<file path="config.mk">
export PLATFORM = sky130hd
export DESIGN_NAME = wave_phase_engine
export DESIGN_NICKNAME = d
export VERILOG_FILES = /design/src/rtl/wave_phase_engine.sv
export SDC_FILE = /design/constraint.sdc
export NUM_CORES = 1
export LEC_CHECK = 0
export ABC_AREA = 1
export CORE_ASPECT_RATIO = 0.9
export CORE_MARGIN = 1.5
export CORE_UTILIZATION = 57
export DETAILED_ROUTE_END_ITERATION = 10
export PLACE_DENSITY = 0.77
export SETUP_SLACK_MARGIN = 0.2
export SYNTH_ARGS = -nofsm -noshare
export SYNTH_HDL_FRONTEND = slang
export SYNTH_SLANG_ARGS = --single-unit
</file>
<file path="constraint.sdc">
create_clock -name clk -period 3.43 [get_ports clk]
set_clock_uncertainty 0.15 [all_clocks]
set_input_delay 0.686 -clock clk [delete_from_list [all_inputs] [get_ports clk]]
set_output_delay 0.686 -clock clk [all_outputs]
set_load 0.05 [all_outputs]
</file>
<file path="src/rtl/wave_phase_engine.sv">
// Animated sine-wave engine: per-channel phase accumulators advanced on frame_tick, plus a 2-stage pixel hit test.
// Optional mirrored second wave (double-sine band) enabled by `define WAVE_PHASE_ENGINE_MIRROR_EN.
module wave_phase_engine #(
  parameter int CHANNELS = 2,
  parameter int LUT_LOG2 = 4,
  parameter int PHASE_W  = 10,
  parameter int X_SHIFT  = 3,
  parameter int THICK    = 3,
  localparam int CW      = (CHANNELS > 1) ? $clog2(CHANNELS) : 1
) (
  input  logic               clk,
  input  logic               rst,
  input  logic               frame_tick,
  input  logic               cfg_we,
  input  logic [CW-1:0]      cfg_ch,
  input  logic [PHASE_W-1:0] cfg_step,
  input  logic               cfg_dir,
  input  logic               cfg_pause,
  input  logic               cfg_clr,
  input  logic [9:0]         cfg_base_y,
  input  logic               pix_valid,
  input  logic [9:0]         pix_x,
  input  logic [9:0]         pix_y,
  input  logic [CW-1:0]      pix_ch,
  output logic               out_valid,
  output logic               draw,
  output logic [7:0]         sample
);

  localparam int D = 1 << LUT_LOG2;

  // floor(128 + 127*sin(2*pi*i/D)) in Q30 fixed point; quadrant folding keeps the exact points exact.
  function automatic logic [7:0] lut_entry(input int i);
    longint x;
    longint term;
    longint sum;
    longint mag;
    int     quad;
    int     rem;
    int     ang;
    quad = (4 * i) / D;
    rem  = (4 * i) % D;
    ang  = quad[0] ? (D - rem) : rem;
    if (ang == 0) begin
      sum = 64'sd0;
    end else if (ang == D) begin
      sum = 64'sd1 <<< 30;
    end else begin
      x    = (64'sd3373259426 * longint'(ang)) / longint'(2 * D);
      term = x;
      sum  = x;
      for (int k = 1; k <= 8; k++) begin
        term = -((((term * x) >>> 30) * x) >>> 30) / longint'(2 * k * (2 * k + 1));
        sum  = sum + term;
      end
    end
    mag = 64'sd127 * sum;
    if (quad < 2) begin
      lut_entry = 8'(64'sd128 + (mag >>> 30));
    end else begin
      lut_entry = 8'(64'sd128 - ((mag + (64'sd1 <<< 30) - 64'sd1) >>> 30));
    end
  endfunction

  logic [7:0] lut_s [D];
  for (genvar g = 0; g < D; g++) begin : g_lut
    localparam logic [7:0] ENTRY = lut_entry(g);
    assign lut_s[g] = ENTRY;
  end

  logic [PHASE_W-1:0] phase_r     [CHANNELS];
  logic [PHASE_W-1:0] step_r      [CHANNELS];
  logic [9:0]         base_y_r    [CHANNELS];
  logic [PHASE_W-1:0] phase_nxt_s [CHANNELS];
  logic [CHANNELS-1:0] dir_r;
  logic [CHANNELS-1:0] pause_r;
  logic               cfg_hit_s;

  // Next phase: a clear wins; otherwise the tick uses the settings held before any same-cycle write.
  always_comb begin
    cfg_hit_s = cfg_we && (32'(cfg_ch) < CHANNELS);
    for (int c = 0; c < CHANNELS; c++) begin
      if (cfg_hit_s && cfg_clr && (cfg_ch == CW'(c))) begin
        phase_nxt_s[c] = {PHASE_W{1'b0}};
      end else if (frame_tick && !pause_r[c]) begin
        phase_nxt_s[c] = dir_r[c] ? (phase_r[c] - step_r[c]) : (phase_r[c] + step_r[c]);
      end else begin
        phase_nxt_s[c] = phase_r[c];
      end
    end
  end

  // Channel state registers.
  always_ff @(posedge clk) begin
    if (rst) begin
      for (int c = 0; c < CHANNELS; c++) begin
        phase_r[c]  <= {PHASE_W{1'b0}};
        step_r[c]   <= {PHASE_W{1'b0}};
        base_y_r[c] <= 10'd0;
      end
      dir_r   <= {CHANNELS{1'b0}};
      pause_r <= {CHANNELS{1'b0}};
    end else begin
      for (int c = 0; c < CHANNELS; c++) begin
        phase_r[c] <= phase_nxt_s[c];
        if (cfg_hit_s && (cfg_ch == CW'(c))) begin
          step_r[c]   <= cfg_step;
          dir_r[c]    <= cfg_dir;
          pause_r[c]  <= cfg_pause;
          base_y_r[c] <= cfg_base_y;
        end
      end
    end
  end

  logic                ch_ok_s;
  logic [CW-1:0]       sel_ch_s;
  logic [9:0]          xs_s;
  logic [LUT_LOG2-1:0] idx_s;

  // Stage-0 table index from the column and the channel's current (pre-tick) phase.
  always_comb begin
    ch_ok_s = 32'(pix_ch) < CHANNELS;
    if (ch_ok_s) begin
      sel_ch_s = pix_ch;
    end else begin
      sel_ch_s = {CW{1'b0}};
    end
    xs_s  = pix_x >> X_SHIFT;
    idx_s = LUT_LOG2'(xs_s) + phase_r[sel_ch_s][PHASE_W-1 -: LUT_LOG2];
  end

  logic       v1_r;
  logic       ok1_r;
  logic [7:0] samp1_r;
  logic [9:0] y1_r;
  logic [9:0] base1_r;

  // Stage 1: capture the looked-up value, row and band origin.
  always_ff @(posedge clk) begin
    if (rst) begin
      v1_r    <= 1'b0;
      ok1_r   <= 1'b0;
      samp1_r <= 8'd0;
      y1_r    <= 10'd0;
      base1_r <= 10'd0;
    end else begin
      v1_r <= pix_valid;
      if (pix_valid) begin
        ok1_r   <= ch_ok_s;
        samp1_r <= lut_s[idx_s];
        y1_r    <= pix_y;
        base1_r <= base_y_r[sel_ch_s];
      end
    end
  end

  logic [7:0]  inv_s;
  logic [10:0] y11_s;
  logic [10:0] y_wave_s;
  logic        hit_s;
`ifdef WAVE_PHASE_ENGINE_MIRROR_EN
  logic [10:0] y_mir_s;
`endif

  // Band test in 11 bits so a band running past row 1023 cannot wrap back to the top.
  always_comb begin
    inv_s    = ~samp1_r;
    y11_s    = {1'b0, y1_r};
    y_wave_s = {1'b0, base1_r} + {5'd0, inv_s[7:2]};
    hit_s    = (y11_s >= y_wave_s) && (y11_s < (y_wave_s + 11'(THICK)));
`ifdef WAVE_PHASE_ENGINE_MIRROR_EN
    y_mir_s  = {1'b0, base1_r} + {5'd0, samp1_r[7:2]};
    hit_s    = hit_s || ((y11_s >= y_mir_s) && (y11_s < (y_mir_s + 11'(THICK))));
`endif
  end

  logic       out_valid_r;
  logic       draw_r;
  logic [7:0] sample_r;

  // Stage 2: result registers; data holds while no result is presented.
  always_ff @(posedge clk) begin
    if (rst) begin
      out_valid_r <= 1'b0;
      draw_r      <= 1'b0;
      sample_r    <= 8'd0;
    end else begin
      out_valid_r <= v1_r;
      if (v1_r) begin
        draw_r   <= ok1_r && hit_s;
        sample_r <= samp1_r;
      end
    end
  end

  assign out_valid = out_valid_r;
  assign draw      = draw_r;
  assign sample    = sample_r;

endmodule
</file>
==> flow_metrics.env, run 1 <==
export IMPL_outcome="complete, no violations"
export IMPL_yosysTopAreaCell="dfxtp_1"
export IMPL_total_power_uw=3900
export IMPL_ys_warn_count=0
export IMPL_area_delta_synth_final_pct=17.0
export IMPL_clock_fmax_ghz=0.322
export IMPL_synth_seq_cells=104
export IMPL_clk_latency_ns=0.35
export IMPL_critPathKind="flip-flop to flip-flop"
export IMPL_drv_cap=0
export IMPL_port_buffers=53
export IMPL_cts_sinks=104
export IMPL_hold_path_class="flip-flop to flip-flop"
export IMPL_r2r_end="draw"
export IMPL_die_w_um=115
export IMPL_cp_endpoint="draw"
export IMPL_synth_edff_count=40
export IMPL_grt_pass1_vias=5320
export IMPL_synth_cell_area_um2=6440
export IMPL_path_clk_slew_ns=0.07
export IMPL_leakagePower_uw=0.00363
export IMPL_worstSetupStartpointType="flip-flop"
export IMPL_peakVddDrop_uv=385
export IMPL_setup_violations=0
export IMPL_clockBufferDepth=2
export IMPL_antenna_found_initial=0
export IMPL_tightestPinTransition_ns=1.06
export IMPL_worstSetupEndpointType="flip-flop"
export IMPL_fin_nets=1006
export IMPL_yosysTopAreaCellShare=0.199
export IMPL_drc_errors=0
export IMPL_die_area_um2=11900
export IMPL_rsz0062_at_grt="true"
export IMPL_r2r_start="samp1_r[2]"
export IMPL_insertedDiodeCount=0
export IMPL_ctsHtreeMaxLevel=3
export IMPL_tns_ns=0
export IMPL_rows=36
export IMPL_grt_max_degree=33
export IMPL_cp_startpoint="samp1_r[2]"
export IMPL_synth_async_sr_flop_share=0
export IMPL_hpwl_um=10800
export IMPL_period_minus_slack_ns=3.10
export IMPL_yosysSeqAreaShare=0.386
export IMPL_vias=5421
export IMPL_synth_common_cells="148 x inv_1, 146 x nand2_1, 93 x nor2_1, 64 x dfxtp_1, 63 x a21oi_1"
export IMPL_antenna_left=0
export IMPL_required_ns=3.58
export IMPL_syn_num_nets=946
export IMPL_syn_avg_cell_area_um2=7.71
export IMPL_cts_root_buf="clkbuf_16"
export IMPL_yosysMostFrequentCell="inv_1"
export IMPL_gp_congestion=0.916
export IMPL_cts_buffers=9
export IMPL_final_layout_size_suffix_gt1_frac=0.0744
export IMPL_synth_area_leaders="dfxtp_1 20%, edfxtp_1 19%, ha_1 11%"
export IMPL_die_h_um=104
export IMPL_globalRouteTotalUtil=0.251
export IMPL_rr_worst_depth=20
export IMPL_slew_headroom=0.292
export IMPL_r2r_setup_slack_ns=0.33
export IMPL_wl_um=14300
export IMPL_ioPinCount=60
export IMPL_viasPerCell=5.15
export IMPL_coreArea_um2=10900
export IMPL_wl_per_cell_um=13.6
export IMPL_arrival_ns=3.25
export IMPL_ys_flop_type="dfxtp_1"
export IMPL_start_util=0.591
export IMPL_grt_pass1_wl_um=24100
export IMPL_overflow=0
export IMPL_synth_cells=835
export IMPL_drv_slew=0
export IMPL_detail_route_iter0_violations=302
export IMPL_dr_pass1_iters=6
export IMPL_powerDensity_nw_per_um2=517
export IMPL_cts_tree="yes"
export IMPL_fin_crit_sh=0.905
export IMPL_critPathMaxFanout=3
export IMPL_ys_types=40
export IMPL_hold_viol_final=0
[repair_timing]
action,CTS,global route
setup endpoints to repair,1,1
hold buffers,0,0
buffers inserted,1,3
resized for setup,3,11
pin swaps,1,9
[worst min-delay path by stage]
| stage | start | to | slack (ns) | cells after the start |
|---|---|---|---|---|
| after floorplan | samp1_r[1] | sample[1] | 0.28 | 2 |
| after global placement | ok1_r | ok1_r | 0.29 | 2 |
| after detailed placement | ok1_r | ok1_r | 0.30 | 2 |
| after CTS | ok1_r | ok1_r | 0.31 | 2 |
| after global routing | ok1_r | ok1_r | 0.34 | 2 |
| final | ok1_r | ok1_r | 0.31 | 2 |
[layout by cell type (no fill, tap or decap), types with 3 or more instances in the layout]
master / synthesis / routed
clkinv_1: 2 / 3
nand2_2: 4 / 5
o21a_1: 3 / 3
nor3_1: 8 / 8
ha_4: 0 / 3
clkdlybuf4s50_1: 0 / 53
a21oi_1: 63 / 60
o31ai_1: 3 / 3
dfxtp_1: 64 / 62
xnor2_1: 11 / 11
o21ai_0: 59 / 58
nand3_2: 3 / 3
a21oi_2: 1 / 4
a31oi_1: 4 / 4
nand4_1: 6 / 6
inv_1: 148 / 146
nor2_2: 4 / 4
ha_1: 57 / 54
fa_1: 4 / 4
xor2_1: 23 / 23
nand2_1: 146 / 145
or2_2: 3 / 3
o211ai_1: 10 / 10
inv_2: 2 / 4
nand3_1: 31 / 31
nor2_1: 93 / 93
o21ai_1: 3 / 4
clkbuf_16: 0 / 9
edfxtp_1: 40 / 40
a221oi_1: 4 / 4
buf_4: 0 / 16
[layout make-up]
cell class                      count  area (um^2)
Tap cell                          152          190
Multi-Input combinational cell    559         3350
Sequential cell                   104         2480
Fill cell                         895         3370
Clock buffer                        9          225
Clock inverter                      7         65.1
Timing Repair Buffer               69          651
Inverter                          152          571
[per-stage QoR]
stage                     cell area, um^2  utilization  hold slack, ns  worst slack [ns]  cells
final                                7530        0.691           0.308             0.327   1052
after global routing                 7530        0.691           0.341             0.109   1052
after CTS                            7470        0.686           0.311             0.222   1049
after detailed placement             7160        0.657           0.299            0.0620   1032
after global placement               7160        0.657           0.293             0.143   1032
after floorplan                      6440            -           0.284             0.400    835
[flip-flops by register name, indices dropped and copies added (netlist names)]
name       cells
base_y_r      20
phase_r       20
step_r        20
base1_r       10
y1_r          10
samp1_r        8
sample         8
dir_r          2
pause_r        2
draw           1
ok1_r          1
out_valid      1
v1_r           1
[cell families after synthesis]
family | count (synthesis) | share of synthesized area
AO/OA/AOI/OAI | 160 | 0.140
XOR/XNOR | 34 | 0.0462
flip-flops | 104 | 0.386
adder cells (fa/ha/maj) | 61 | 0.123
AND/OR/NAND/NOR | 304 | 0.203
buffers and inverters | 172 | 0.103
[worst max-delay path, stage by stage, from the launching register on]
cell     delay [ns]
dfxtp_2        0.33
inv_2          0.05
ha_4           0.16
fa_1           0.56
inv_2          0.07
ha_4           0.16
nor2_1         0.08
nand3_1        0.12
buf_4          0.16
xnor2_1        0.12
ha_1           0.33
a21oi_2        0.13
o21a_1         0.13
o21ai_1        0.06
nand2_1        0.06
nand2_1        0.05
nand2_1        0.05
nand2_1        0.05
nand2_1        0.06
nand3_2        0.06
a21oi_2        0.10
[per-layer routing]
metal,vias to the layer above,GRT usage,share of wire
li1,2820,-,-
met1,2483,0.348,0.48
met2,105,0.413,0.46
met3,13,0.0421,0.045
met4,0,0.0547,0.013
met5,-,0,0
[where the power goes]
| part | switching [uW] | internal [uW] | leakage (uW) |
|---|---|---|---|
| registers | 82.7 | 1410 | 0.000936 |
| clock network | 504 | 510 | 0.000144 |
| logic | 829 | 560 | 0.00255 |
Note: power is estimated with default switching activity, not from simulation.
==> run 2: changes to the inputs <==
--- a/config.mk
+++ b/config.mk
@@ -8,9 +8,10 @@
 export ABC_AREA = 1
 export CORE_ASPECT_RATIO = 0.9
 export CORE_MARGIN = 1.5
-export CORE_UTILIZATION = 57
+export CORE_UTILIZATION = 30
 export DETAILED_ROUTE_END_ITERATION = 10
-export PLACE_DENSITY = 0.77
+export GPL_ROUTABILITY_DRIVEN = 1
+export PLACE_DENSITY = 0.45
 export SETUP_SLACK_MARGIN = 0.2
 export SYNTH_ARGS = -nofsm -noshare
 export SYNTH_HDL_FRONTEND = slang
==> run 2 against run 1 <==
Net effect: clock-buffer cell count unchanged; first-iteration DRC count decreased by 30%; sequential cell count unchanged; hold slack improved by 0.0017 ns; non-clock buffer count increased by 3; via count decreased by 3.3%; sequential power about the same; largest cell class unchanged; cell count increased by 13%; sequential share of layout area decreased by 1.2 points.
==> flow_metrics.env, run 2 (same netlist as run 1, synthesis figures left out) <==
export IMPL_overflow=0
export IMPL_p_int_uw=2640
export IMPL_final_common_cell="inv_1"
export IMPL_wl_um=15300
export IMPL_tightestPinTransition_ns=0.688
export IMPL_n_fill_cell=2252
export IMPL_seqPwrFrac=0.367
export IMPL_slew_headroom=0.538
export IMPL_p_sw_uw=1430
export IMPL_final_cells=1189
export IMPL_rsz0062_at_grt="true"
export IMPL_outcome="complete, no violations"
export IMPL_start_util=0.308
export IMPL_die_area_um2=22400
export IMPL_hold_viol_final=0
export IMPL_vias=5240
export IMPL_fin_crit_sh=0.893
export IMPL_detail_route_iter0_violations=212
export IMPL_drc_errors=0
export IMPL_ctsHtreeMaxLevel=3
export IMPL_drv_slew=0
export IMPL_tns_ns=0
export IMPL_cts_tree="yes"
export IMPL_total_power_uw=4070
export IMPL_ioPinCount=60
export IMPL_clockBufferDepth=2
export IMPL_arrival_ns=3.22
export IMPL_clockPowerShare=0.291
export IMPL_area_delta_synth_final_pct=21.2
export IMPL_placed_cell_area_um2=7360
export IMPL_final_layout_size_suffix_gt1_frac=0.0831
export IMPL_hold_path_class="flip-flop to flip-flop"
export IMPL_wl_per_cell_um=12.9
export IMPL_insertedDiodeCount=0
export IMPL_antenna_found_initial=0
export IMPL_critPathMaxFanout=3
export IMPL_dr_pass1_iters=4
export IMPL_gp_congestion=0.786
export IMPL_cts_sinks=104
export IMPL_grt_pass1_wl_um=25200
export IMPL_die_w_um=157
export IMPL_path_clk_slew_ns=0.08
export IMPL_p_sw_frac=0.352
export IMPL_cts_buffers=9
export IMPL_grt_max_degree=32
export IMPL_rows=50
export IMPL_hpwl_um=11700
export IMPL_coreArea_um2=20900
export IMPL_globalRouteTotalUtil=0.145
export IMPL_top_regs="base_y_r x20, phase_r x20, step_r x20"
export IMPL_final_cell_mix="146 x inv_1, 143 x nand2_1, 92 x nor2_1, 63 x dfxtp_1, 60 x a21oi_1"
export IMPL_clk_latency_ns=0.36
export IMPL_leakagePower_uw=0.00367
export IMPL_port_buffers=53
export IMPL_required_ns=3.59
export IMPL_worstSetupStartpointType="flip-flop"
export IMPL_fin_nets=1009
export IMPL_worstSetupEndpointType="flip-flop"
export IMPL_cts_root_buf="clkbuf_16"
export IMPL_fin_area_um2=7800
export IMPL_viasPerCell=4.41
export IMPL_die_h_um=142
export IMPL_dp_cells=1170
export IMPL_combPwrFrac=0.342
export IMPL_drv_cap=0
export IMPL_period_minus_slack_ns=3.06
export IMPL_powerDensity_nw_per_um2=522
export IMPL_antenna_left=0
export IMPL_whs_ns=0.310
export IMPL_setup_violations=0
export IMPL_peakVddDrop_uv=241
export IMPL_clock_fmax_ghz=0.327
export IMPL_grt_pass1_vias=4962
export IMPL_critPathKind="flip-flop to flip-flop"
## run 2: repair_timing
item | in CTS | in global routing
setup buffers | 1 | 2
setup endpoints to repair | 1 | 3
hold buffers | 0 | 0
pin swaps | 2 | 10
resized for setup | 3 | 20
## run 2: power by group through the flow
stage               registers (uW)  logic [uW]  clock network [uW]
floorplan                     1520         984                   0
global route                  1510        1610                1270
CTS                           1500        1350                1230
detailed placement            1520        1320                   0
finish                        1500        1390                1190
global placement              1520        1320                   0
## run 2: final cells by class
type	count	area (um^2)	area share
Tap cell	286	358	0.0458
Timing Repair Buffer	72	673	0.0862
Inverter	152	573	0.0734
Sequential cell	104	2480	0.318
Clock inverter	7	113	0.0144
Clock buffer	9	225	0.0289
Multi-Input combinational cell	559	3380	0.433
## run 2: worst paths after layout
check             start     to  slack (ns)  cells past startpoint
min reg2reg       ok1_r  ok1_r        0.31                      2
min               ok1_r  ok1_r        0.31                      2
max          samp1_r[2]   draw        0.37                     20
max reg2reg  samp1_r[2]   draw        0.37                     20
## run 2: routing by layer
metal	vias to the layer above	track usage	routed length [um]
li1	2831	-	-
met1	2348	0.211	8400
met2	54	0.220	6370
met3	7	0.0335	431
met4	0	0.0283	80
met5	-	0	0
## run 2: critical path: stages (launching register included)
cell and delay, ns:
dfxtp_2 0.34, inv_2 0.05, ha_4 0.17, fa_2 0.59, inv_4 0.05, ha_4 0.16
nor2_4 0.09, nand3_4 0.08, buf_4 0.15, xnor2_1 0.11, ha_1 0.30, a21oi_2 0.14
o21a_1 0.11, o21ai_1 0.06, nand2_1 0.06, nand2_1 0.05, nand2_1 0.05, nand2_1 0.04
nand2_1 0.06, nand3_2 0.06, a21oi_2 0.12
## run 2: metrics by stage
step | setup WS [ns] | utilization
after floorplan | 0.400 | -
after global placement | 0.0922 | 0.352
after detailed placement | 0.0633 | 0.352
after CTS | 0.203 | 0.370
after global routing | 0.120 | 0.374
final | 0.368 | 0.374
==> run 3: changes to the inputs <==
--- a/config.mk
+++ b/config.mk
@@ -8,10 +8,10 @@
 export ABC_AREA = 1
 export CORE_ASPECT_RATIO = 0.9
 export CORE_MARGIN = 1.5
-export CORE_UTILIZATION = 30
+export CORE_UTILIZATION = 58
 export DETAILED_ROUTE_END_ITERATION = 10
 export GPL_ROUTABILITY_DRIVEN = 1
-export PLACE_DENSITY = 0.45
+export PLACE_DENSITY = 0.78
 export SETUP_SLACK_MARGIN = 0.2
 export SYNTH_ARGS = -nofsm -noshare
 export SYNTH_HDL_FRONTEND = slang
==> run 3 against run 2 <==
Net effect: clock power is 8% lower; sequential share of layout area up 1.0 points; global-route usage up 12 points; register-to-register slack got worse by 0.02 ns; utilization increased by 33 points; cell count down 13%; fmax fell by 0.57%; sequential cell count stayed put; largest cell class unchanged.
==> flow_metrics.env, run 3 (same netlist as run 1, synthesis figures left out) <==
export IMPL_regArea_um2=2480
export IMPL_cts_sinks=104
export IMPL_fin_crit_sh=0.898
export IMPL_clockBufferDepth=2
export IMPL_r2r_start="samp1_r[2]"
export IMPL_critPathKind="flip-flop to flip-flop"
export IMPL_arrival_ns=3.22
export IMPL_area_delta_synth_final_pct=17.4
export IMPL_slew_headroom=0.322
export IMPL_port_buffers=53
export IMPL_dp_cells=1013
export IMPL_hold_path_class="flip-flop to flip-flop"
export IMPL_peakVddDrop_uv=332
export IMPL_cts_root_buf="clkbuf_16"
export IMPL_globalRouteTotalUtil=0.261
export IMPL_outcome="complete, no violations"
export IMPL_die_h_um=103
export IMPL_cp_startpoint="samp1_r[2]"
export IMPL_cts_buffers=9
export IMPL_final_cell_mix="146 x inv_1, 145 x nand2_1, 92 x nor2_1, 63 x dfxtp_1, 60 x a21oi_1"
export IMPL_wl_um=14700
export IMPL_grt_pass1_vias=5212
export IMPL_gp_congestion=0.909
export IMPL_period_minus_slack_ns=3.08
export IMPL_die_area_um2=11700
export IMPL_ctsHtreeMaxLevel=3
export IMPL_leakagePower_uw=0.00364
export IMPL_multi_input_area_um2=3380
export IMPL_hold_viol_final=0
export IMPL_antenna_left=0
export IMPL_die_w_um=114
export IMPL_coreArea_um2=10800
export IMPL_r2r_setup_slack_ns=0.35
export IMPL_tightestPinTransition_ns=1.02
export IMPL_path_clk_slew_ns=0.07
export IMPL_ioPinCount=60
export IMPL_final_common_cell="inv_1"
export IMPL_placed_cell_area_um2=7140
export IMPL_grt_max_degree=32
export IMPL_antenna_found_initial=0
export IMPL_max_stage_delay_ns=0.44
export IMPL_cp_common_cell="nand2_1"
export IMPL_worstSetupEndpointType="flip-flop"
export IMPL_cp_slowest_cell="fa_1"
export IMPL_tns_ns=0
export IMPL_worstSetupStartpointType="flip-flop"
export IMPL_drv_cap=0
export IMPL_clock_fmax_ghz=0.325
export IMPL_fin_nets=1005
export IMPL_n_fill_cell=874
export IMPL_powerDensity_nw_per_um2=531
export IMPL_hp_start="ok1_r"
export IMPL_rsz0062_at_grt="true"
export IMPL_drc_errors=0
export IMPL_crit_chain="inv_2 -> ha_4 -> fa_1 -> nand3_1 -> nand2_1 -> nand2_1 -> nand2_2 -> nor2_4 -> nand3_2 -> nor2_4 -> xor2_2 -> ha_1 -> nand2_1 -> inv_1 -> nand2_1 -> nand2_1 -> nand2_1 -> nand2_1 -> nand2_1 -> nand3_2 -> a21oi_2"
export IMPL_critPathMaxFanout=4
export IMPL_insertedDiodeCount=0
export IMPL_overflow=0
export IMPL_wl_per_cell_um=14.2
export IMPL_setup_violations=0
export IMPL_rows=36
export IMPL_clk_latency_ns=0.35
export IMPL_required_ns=3.57
export IMPL_fin_area_um2=7560
export IMPL_top_regs="base_y_r x20, phase_r x20, step_r x20"
export IMPL_final_layout_size_suffix_gt1_frac=0.0779
export IMPL_drv_slew=0
export IMPL_grt_pass1_wl_um=24100
export IMPL_hpwl_um=10600
export IMPL_detail_route_iter0_violations=341
export IMPL_start_util=0.596
export IMPL_final_cells=1032
export IMPL_viasPerCell=5.40
export IMPL_dr_pass1_iters=5
export IMPL_cts_tree="yes"
export IMPL_vias=5572
-- run 3: worst paths after layout --
kind                end  depth (start not counted)
setup / recovery   draw                         21
hold / removal    ok1_r                          2
setup reg to reg   draw                         21
hold reg to reg   ok1_r                          2
-- run 3: repair_timing --
action,in CTS,in global routing
pin swaps,3,4
setup buffers,2,1
gates resized for setup,8,13
hold buffers,0,0
endpoints found under the setup margin,1,2
-- run 3: layout make-up --
type	instances	share of cell area
Tap cell	133	0.0220
Timing Repair Buffer	68	0.0851
Clock inverter	7	0.0118
Inverter	152	0.0755
Clock buffer	9	0.0298
Sequential cell	104	0.329
Multi-Input combinational cell	559	0.447
-- run 3: where the power goes --
group / internal [uW] / switching, uW
Combinational: 569 / 858
Clock: 583 / 508
Sequential: 1410 / 82.7
Total: 2560 / 1450
-- run 3: layer usage --
layer / part of all wire / global-route usage / vias to the layer above / routed length (um)
li1: - / - / 2815 / -
met1: 0.48 / 0.347 / 2599 / 7030
met2: 0.46 / 0.436 / 149 / 6770
met3: 0.051 / 0.0529 / 9 / 753
met4: 0.0088 / 0.0760 / 0 / 129
met5: 0 / 0 / - / 0
-- run 3: worst max-delay path: cells and delay by family (launching register included) --
| family | cells | cell delay (ns) |
|---|---|---|
| AND/OR/NAND/NOR | 14 | 1.29 |
| adder cells (fa/ha/maj) | 3 | 0.88 |
| flip-flops | 1 | 0.35 |
| XOR/XNOR | 1 | 0.15 |
| buffers and inverters | 2 | 0.10 |
| AO/OA/AOI/OAI | 1 | 0.10 |
-- run 3: through the flow --
| stage | setup WS [ns] | total power, uW | hold slack, ns | utilization |
|---|---|---|---|---|
| finish | 0.351 | 4010 | 0.309 | 0.699 |
| global route | 0.156 | 4270 | 0.337 | 0.699 |
| CTS | 0.201 | 3950 | 0.308 | 0.694 |
| detailed placement | 0.0946 | 2830 | 0.297 | 0.660 |
| global placement | 0.145 | 2770 | 0.294 | 0.660 |
| floorplan | 0.400 | 2500 | 0.284 | - |
